File: config.mk
export PLATFORM = sky130hd
export DESIGN_NAME = dmem_ctrl_flat
export DESIGN_NICKNAME = d
export VERILOG_FILES = /design/src/rtl/dmem_ctrl_if.sv /design/src/rtl/dmem_ctrl.sv /design/src/flat_wrapper.sv
export SDC_FILE = /design/constraint.sdc
export NUM_CORES = 1
export LEC_CHECK = 0
export CAP_MARGIN = 20
export CORE_ASPECT_RATIO = 1.4
export CORE_MARGIN = 8
export CORE_UTILIZATION = 47
export DETAILED_ROUTE_END_ITERATION = 8
export PLACE_DENSITY_LB_ADDON = 0.12
export SYNTH_ARGS = -nofsm -noshare
export SYNTH_HDL_FRONTEND = slang
export SYNTH_SLANG_ARGS = --single-unit
File: constraint.sdc
create_clock -name clk -period 4.7 [get_ports clk]
set_clock_uncertainty 0.05 [all_clocks]
set_input_delay 0.47 -clock clk [delete_from_list [all_inputs] [get_ports clk]]
set_output_delay 0.47 -clock clk [all_outputs]
set_load 0.01 [all_outputs]
File: src/rtl/dmem_ctrl_if.sv
// dmem_ctrl_if: core data bus plus SRAM port of the data-memory controller.
// master = core/SRAM side, slave = controller.
interface dmem_ctrl_if #(parameter int ADDR_W = 14);
    logic [31:0]       DAD;
    logic [31:0]       ddt_in;
    logic [31:0]       ddt_out;
    logic              MREQ;
    logic              WRITE;
    logic [1:0]        SIZE;
    logic              ACKD_n;
    logic              mem_en;
    logic              mem_we;
    logic [3:0]        mem_be;
    logic [ADDR_W-1:0] mem_addr;
    logic [31:0]       mem_wdata;
    logic [31:0]       mem_rdata;
    logic              misalign_err;
    modport master (
        output DAD, ddt_in, MREQ, WRITE, SIZE, mem_rdata,
        input  ddt_out, ACKD_n, mem_en, mem_we, mem_be, mem_addr, mem_wdata, misalign_err
    );
    modport slave (
        input  DAD, ddt_in, MREQ, WRITE, SIZE, mem_rdata,
        output ddt_out, ACKD_n, mem_en, mem_we, mem_be, mem_addr, mem_wdata, misalign_err
    );
endinterface

File: src/rtl/dmem_ctrl.sv
// dmem_ctrl: data-memory controller with wait states, lane steering and misalignment flagging.
// Optional access/wait/error counters enabled by defining DMEM_CTRL_STATS_EN.
module dmem_ctrl #(
    parameter int WAIT_CYCLES = 1,
    parameter int ADDR_W      = 14
) (
    input  logic        clk,
    input  logic        rst_n,
    dmem_ctrl_if.slave  bus
`ifdef DMEM_CTRL_STATS_EN
    ,
    output logic [31:0] stat_access,
    output logic [31:0] stat_wait,
    output logic [15:0] stat_err
`endif
);
    typedef enum logic [1:0] {IDLE, WAIT, ISSUE, RESP} state_t;
    state_t            st;
    logic [3:0]        cnt;
    logic [1:0]        a_q, sz_q;
    logic              wr_q, mis_q;
    logic [ADDR_W-1:0] waddr;
    logic [31:0]       wdata, hold;
    logic [1:0]        a, sz;
    logic              wr, mis, go_issue;
    logic [3:0]        be;
    logic [31:0]       rd;

    // In IDLE the live request is decoded so a zero-wait access can issue next cycle
    always_comb begin
        a        = (st == IDLE) ? bus.DAD[1:0] : a_q;
        sz       = (st == IDLE) ? bus.SIZE : sz_q;
        wr       = (st == IDLE) ? bus.WRITE : wr_q;
        mis      = (sz == 2'b11) || (sz == 2'b10 && a != 2'b00) || (sz == 2'b01 && a[0]);
        be       = (sz == 2'b00) ? 4'b0001 << a : (sz == 2'b01) ? (a[1] ? 4'b1100 : 4'b0011) : 4'b1111;
        go_issue = (st == IDLE && bus.MREQ && WAIT_CYCLES == 0) || (st == WAIT && cnt == 4'd1);
        rd       = mis_q ? 32'h0 :
                   (sz_q == 2'b00) ? {24'h0, 8'(bus.mem_rdata >> {a_q, 3'b000})} :
                   (sz_q == 2'b01) ? {16'h0, a_q[1] ? bus.mem_rdata[31:16] : bus.mem_rdata[15:0]} :
                   bus.mem_rdata;
    end

    assign bus.ACKD_n    = (st == IDLE) ? bus.MREQ : (st != RESP);
    assign bus.ddt_out   = (st == RESP) ? rd : hold;
    assign bus.mem_addr  = waddr;
    assign bus.mem_wdata = wdata;

    always_ff @(posedge clk or negedge rst_n) begin
        if (!rst_n) begin
            st               <= IDLE;
            cnt              <= 4'd0;
            a_q              <= 2'd0;
            sz_q             <= 2'd0;
            wr_q             <= 1'b0;
            mis_q            <= 1'b0;
            waddr            <= '0;
            wdata            <= 32'h0;
            hold             <= 32'h0;
            bus.mem_en       <= 1'b0;
            bus.mem_we       <= 1'b0;
            bus.mem_be       <= 4'h0;
            bus.misalign_err <= 1'b0;
        end else begin
            bus.mem_en       <= go_issue;
            bus.mem_we       <= go_issue && wr && !mis;
            bus.mem_be       <= (go_issue && !mis) ? be : 4'h0;
            bus.misalign_err <= (st == ISSUE) && mis_q;
            case (st)
                IDLE: if (bus.MREQ) begin
                    a_q   <= bus.DAD[1:0];
                    sz_q  <= bus.SIZE;
                    wr_q  <= bus.WRITE;
                    mis_q <= mis;
                    waddr <= bus.DAD[ADDR_W+1:2];
                    wdata <= (bus.SIZE == 2'b00) ? {4{bus.ddt_in[7:0]}} :
                             (bus.SIZE == 2'b01) ? {2{bus.ddt_in[15:0]}} : bus.ddt_in;
                    cnt   <= 4'(WAIT_CYCLES);
                    st    <= (WAIT_CYCLES == 0) ? ISSUE : WAIT;
                end
                WAIT: begin
                    cnt <= cnt - 4'd1;
                    if (cnt == 4'd1) st <= ISSUE;
                end
                ISSUE: st <= RESP;
                default: begin
                    hold <= rd;
                    st   <= IDLE;
                end
            endcase
        end
    end

`ifdef DMEM_CTRL_STATS_EN
    always_ff @(posedge clk or negedge rst_n) begin
        if (!rst_n) begin
            stat_access <= 32'h0;
            stat_wait   <= 32'h0;
            stat_err    <= 16'h0;
        end else begin
            if (st == RESP) stat_access <= stat_access + 32'd1;
            if (bus.ACKD_n && (bus.MREQ || st != IDLE)) stat_wait <= stat_wait + 32'd1;
            if (bus.misalign_err) stat_err <= stat_err + 16'd1;
        end
    end
`endif
endmodule

File: src/flat_wrapper.sv
// flat-port wrapper written by rule: the top's interface ports become plain ports
module dmem_ctrl_flat 
#(
    parameter int WAIT_CYCLES = 1,
    parameter int ADDR_W      = 14
)
  (clk, rst_n, bus_DAD, bus_ddt_in, bus_MREQ, bus_WRITE, bus_SIZE, bus_mem_rdata, bus_ddt_out, bus_ACKD_n, bus_mem_en, bus_mem_we, bus_mem_be, bus_mem_addr, bus_mem_wdata, bus_misalign_err);
  dmem_ctrl_if #(.ADDR_W(ADDR_W)) bus_i ();
  input  logic clk;
  input  logic rst_n;
  input wire logic [$bits(bus_i.DAD)-1:0] bus_DAD;
  input wire logic [$bits(bus_i.ddt_in)-1:0] bus_ddt_in;
  input wire logic [$bits(bus_i.MREQ)-1:0] bus_MREQ;
  input wire logic [$bits(bus_i.WRITE)-1:0] bus_WRITE;
  input wire logic [$bits(bus_i.SIZE)-1:0] bus_SIZE;
  input wire logic [$bits(bus_i.mem_rdata)-1:0] bus_mem_rdata;
  output wire logic [$bits(bus_i.ddt_out)-1:0] bus_ddt_out;
  output wire logic [$bits(bus_i.ACKD_n)-1:0] bus_ACKD_n;
  output wire logic [$bits(bus_i.mem_en)-1:0] bus_mem_en;
  output wire logic [$bits(bus_i.mem_we)-1:0] bus_mem_we;
  output wire logic [$bits(bus_i.mem_be)-1:0] bus_mem_be;
  output wire logic [$bits(bus_i.mem_addr)-1:0] bus_mem_addr;
  output wire logic [$bits(bus_i.mem_wdata)-1:0] bus_mem_wdata;
  output wire logic [$bits(bus_i.misalign_err)-1:0] bus_misalign_err;
  assign bus_i.DAD = bus_DAD;
  assign bus_i.ddt_in = bus_ddt_in;
  assign bus_i.MREQ = bus_MREQ;
  assign bus_i.WRITE = bus_WRITE;
  assign bus_i.SIZE = bus_SIZE;
  assign bus_i.mem_rdata = bus_mem_rdata;
  assign bus_ddt_out = bus_i.ddt_out;
  assign bus_ACKD_n = bus_i.ACKD_n;
  assign bus_mem_en = bus_i.mem_en;
  assign bus_mem_we = bus_i.mem_we;
  assign bus_mem_be = bus_i.mem_be;
  assign bus_mem_addr = bus_i.mem_addr;
  assign bus_mem_wdata = bus_i.mem_wdata;
  assign bus_misalign_err = bus_i.misalign_err;
  dmem_ctrl #(.WAIT_CYCLES(WAIT_CYCLES), .ADDR_W(ADDR_W)) u_core (.clk(clk), .rst_n(rst_n), .bus(bus_i));
endmodule
* After elaboration in Yosys (flattened, before gate mapping)
Index checks and enable logic that the tools add are counted.
** Cells by class
- $add $sub $neg :: 1
- Eq/ne operators :: 12
- Shift operators :: 2
- Muxes and demuxes :: 20
- Reduce and logical (&&, ||, !) cells :: 20
** Operators by type and width (number)
- $mux 32 :: 6
- $shr 32x5->8 :: 1
- $mux 4 :: 5
- $mux 16 :: 1
- $eq 2x1->1 const B :: 4
- $eq 2x2->1 const B :: 4
- $logic_not 2->1 :: 4
- $mux 2 :: 4
- $pmux 4 s2 :: 1
- $logic_and 1x1->1 :: 7
- $ne 2x2->1 const B :: 3
- $pmux 2 s3 :: 1
- $reduce_and 2->1 :: 3
- $eq 4x1->1 const B :: 1
- $reduce_bool 2->1 :: 2
- $shl 1x2->4 const A :: 1
- $sub 4x1->4 const B :: 1
- $reduce_or 3->1 :: 1
- $logic_or 1x1->1 :: 2
- $mux 1 :: 2
- $logic_not 1->1 :: 1
** Word-level totals
- Bits in registers :: 97
- Input bits :: 102
- Output and inout bits :: 86
- Word-level logic and storage cells :: 68

* Depth between registers and ports, before layout
- Word-level depth :: 9
- Depth in mapped cells :: 8
- Depth with buffers taken out :: 6

* Worst setup path after synthesis
OpenSTA, ideal clock, no wires.
- Kind :: reg2out
- From :: register u_core.st[0]
- To :: output bus_ddt_out[21]
- Arrival time :: 1608 ps
- Required time :: 4180 ps
- Setup slack :: 2572 ps
- Stages on the path, launching flop included :: 9
- Path buffers :: 4
- Cell sequence :: dfrtp_1 ha_1 buf_2 nor2b_1 buf_2 and2_1 buf_2 buf_6 a22o_1
** Between the ends
- Word-level cells in the longest chain between the ends :: 2
** RTL lines
- from (decl) :: RTL line dmem_ctrl.sv:18 : state_t st;
- from (signal assigned) :: RTL line dmem_ctrl.sv:78 : st <= (WAIT_CYCLES == 0) ? ISSUE : WAIT;
- $eq 2x2->1 :: RTL line dmem_ctrl.sv:44 : assign bus.ddt_out = (st == RESP) ? rd : hold;
- $mux 32 :: RTL line dmem_ctrl.sv:44
- to (decl) :: RTL line flat_wrapper.sv:17 : output wire logic [$bits(bus_i.ddt_out)-1:0] bus_ddt_out;
No other way between the ends.

* Final worst setup path
- From :: register u_core.st[1]
- To :: output bus_ddt_out[22]
The elaborated chain is that of the path after synthesis.

==> results.cfg <==
[outcome]
outcome = finished clean

[sta]
fin_ws_ps = 1090
min_period_ps = 3610
hold_violations = 0
slew_violations = 0
tightest_slew_ps = 1020
setup_violations = 0
tns_ps = 0
relSlewSlack_pct = 32.1
final_min_period_over_clock_period_pct = 76.9
fmax_mhz = 277
rsz0062_at_grt = no

[setup_path]
path_cells = ha_1 -> nor2b_1 -> and2_1 -> a22o_1 -> clkdlybuf4s50_1
slowest_stage = and2_1
worstPathRequired_ps = 4180
arrival_ps = 3090
cp-start-kind = flop
crit_path_end_kind = output port
path_class = flop to output port
cpPeakStageDelay_ps = 620
critPathMaxFanout = 16

[clock_tree]
cts_resized = 0
clock_latency_ps = 340
numCtsBuffers = 9
ctsHtreeMaxLevel = 3
cts_hold_buf = 0
clock_path_buffers = 2
cts_setup_buffers = 0
cts_tree = done
cts_root_buf = clkbuf_16
path_clk_slew_ps = 70
cts_sinks = 97

[die]
ioPinCount = 188
fp.dieArea_um2 = 13300
rows = 43
core_um2 = 9740
initial_core_util_pct = 47.6
die_h_um = 133
die-width_um = 99.9

[grt]
antenna_found_initial = 0
grt_pass1_wl_um = 20700
grt_start_max_net_pins = 77
grt_overflow = 0
grt_usage_pct = 19.8
grt_pass1_vias = 4044

[pwr]
leakage_uw = 0.00293
ir_drop_v = 0.000333
p_per_area_nw_per_um2 = 673

[synthesis]
netlist_area_um2 = 4630
avgSynthCellArea_um2 = 11.3
async_reset_ff_share_pct = 100
synth.distinct_cells = 44
syn_inst = 411
seq_area_frac_synth_pct = 52.4
synth_edf_count = 0
ys_seq_elements = 97
ys.flop_type = dfrtp_1
syn_nets = 519
yosys_warnings = 0

[drt]
wl_per_cell_um = 18.3
via_per_inst = 5.34
antenna_left = 0
drcViolationCount = 0
firstDrtPassIters = 4
drt_iter0_drc = 123
wl_um = 13000
num_vias = 3791

[finish]
antenna_cells = 0
finalNetCount = 678
layout-drive-gt1-share_pct = 9.91
mostFrequentLayoutCell = clkdlybuf4s50_1
flow.area_growth_from_synthesis_pct = 46.1
mostFrequentLayoutCells = clkdlybuf4s50_1 (170), dfrtp_1 (97), mux2i_1 (46), nand2_1 (38), mux2_2 (30)
n_fill_cell = 763

[job]
max_cap_viol_count = 0

[place]
pre_cts_ws_ps = 1410
dp_hpwl_um = 9710
gp_congestion = 0.815
port_buffers = 171

[hold_path]
hp-class = input pin to async pin
-- state kept, by name, indices dropped and copies added (netlist names) --
| name | flops |
|---|---|
| u_core.bus.mem_wdata | 32 |
| u_core.hold | 32 |
| u_core.bus.mem_addr | 14 |
| u_core.bus.mem_be | 4 |
| u_core.cnt | 4 |
| u_core.a_q | 2 |
| u_core.st | 2 |
| u_core.sz_q | 2 |
| u_core.bus.mem_en | 1 |
| u_core.bus.mem_we | 1 |
| u_core.bus.misalign_err | 1 |
| u_core.mis_q | 1 |
| u_core.wr_q | 1 |
-- where the power goes --
part	internal [µW]	switching, µW	leakage (µW)
logic	1190	1020	0.00153
clock network	578	320	0.000178
registers	1200	240	0.00122
total	2970	1580	0.00293
-- stage by stage --
| stage | utilization [%] | power [µW] | hold WS [ps] | cell area (µm²) | cells |
|---|---|---|---|---|---|
| final | 69.5 | 4550 | 83.6 | 6770 | 710 |
| after global routing | 69.5 | 4840 | 132 | 6770 | 710 |
| after CTS | 69.5 | 4600 | 103 | 6770 | 710 |
| after detailed placement | 65.7 | 3690 | 420 | 6400 | 694 |
| after global placement | 65.7 | 3620 | 413 | 6400 | 694 |
| after floorplan | - | 2610 | 124 | 4630 | 411 |
-- cell type report --
| cell class | instances | area [µm²] | share of cell area [%] |
|---|---|---|---|
| Clock buffer | 10 | 229 | 3.38 |
| Clock inverter | 6 | 138 | 2.03 |
| Inverter | 10 | 37.5 | 0.555 |
| Multi-Input combinational cell | 278 | 2040 | 30.1 |
| Sequential cell | 97 | 2430 | 35.9 |
| Tap cell | 135 | 169 | 2.50 |
| Timing Repair Buffer | 174 | 1730 | 25.6 |
-- path summary, 6_finish.rpt --
kind                            depth (start not counted)                                   end                                  from  slack (ps)
worst max-delay path                                    5                       bus_ddt_out[22]              u_core.st[1]$_DFFE_PN0P_        1090
worst min-delay path                                    1  u_core.bus.mem_wdata[25]$_DFFE_PN0P_                                 rst_n          80
worst max register to register                          4           u_core.hold[21]$_DFFE_PN0N_              u_core.st[1]$_DFFE_PN0P_        2380
worst min register to register                          2  u_core.bus.mem_wdata[21]$_DFFE_PN0P_  u_core.bus.mem_wdata[21]$_DFFE_PN0P_         430
max in group asynchronous                               2            u_core.hold[1]$_DFFE_PN0N_                                 rst_n        3440
min in group clk                                        2  u_core.bus.mem_wdata[21]$_DFFE_PN0P_  u_core.bus.mem_wdata[21]$_DFFE_PN0P_         430
-- cell families after synthesis --
| group | synth area share [%] |
|---|---|
| AOI/OAI and AO/OA | 14.5 |
| DFF | 52.4 |
| and+or+nand+nor | 9.00 |
| muxes | 18.6 |
| buffers and inverters | 3.67 |
| adders and majority gates | 1.62 |
| xor gates and xnor gates | 0.189 |
-- routing by layer --
layer | vias to the layer above | track usage [%] | part of all wire [%]
met5 | - | 0 | 0
met2 | 143 | 31.8 | 48
met3 | 29 | 9.09 | 10
met1 | 1819 | 21.8 | 39
met4 | 0 | 9.29 | 3.1
li1 | 1800 | - | -
-- synth_stat cells (6+ instances only) --
| master | instances | share of area, % |
|---|---|---|
| nand2_1 | 39 | 3.2 |
| mux2i_1 | 46 | 9.9 |
| o21ai_0 | 24 | 2.6 |
| ha_1 | 6 | 1.6 |
| nor2_1 | 15 | 1.2 |
| a22o_1 | 17 | 3.2 |
| o2bb2ai_1 | 10 | 1.9 |
| inv_1 | 9 | 0.73 |
| clkbuf_1 | 10 | 0.81 |
| nand2b_1 | 6 | 0.81 |
| buf_2 | 13 | 1.4 |
| a21oi_1 | 25 | 2.7 |
| o21ai_1 | 9 | 0.97 |
| mux2_2 | 30 | 7.3 |
| nor2b_1 | 6 | 0.81 |
| dfrtp_1 | 97 | 52 |
-- critical path, delay by kind of cell (launching register included) --
kind                     cells  cell delay (ps)
AO/OA/AOI/OAI                1              250
AND/OR/NAND/NOR              2             1140
buffers and inverters        1              560
adder cells (fa/ha/maj)      1              420
flip-flops                   1              380
(Power assumes the default switching activity.)
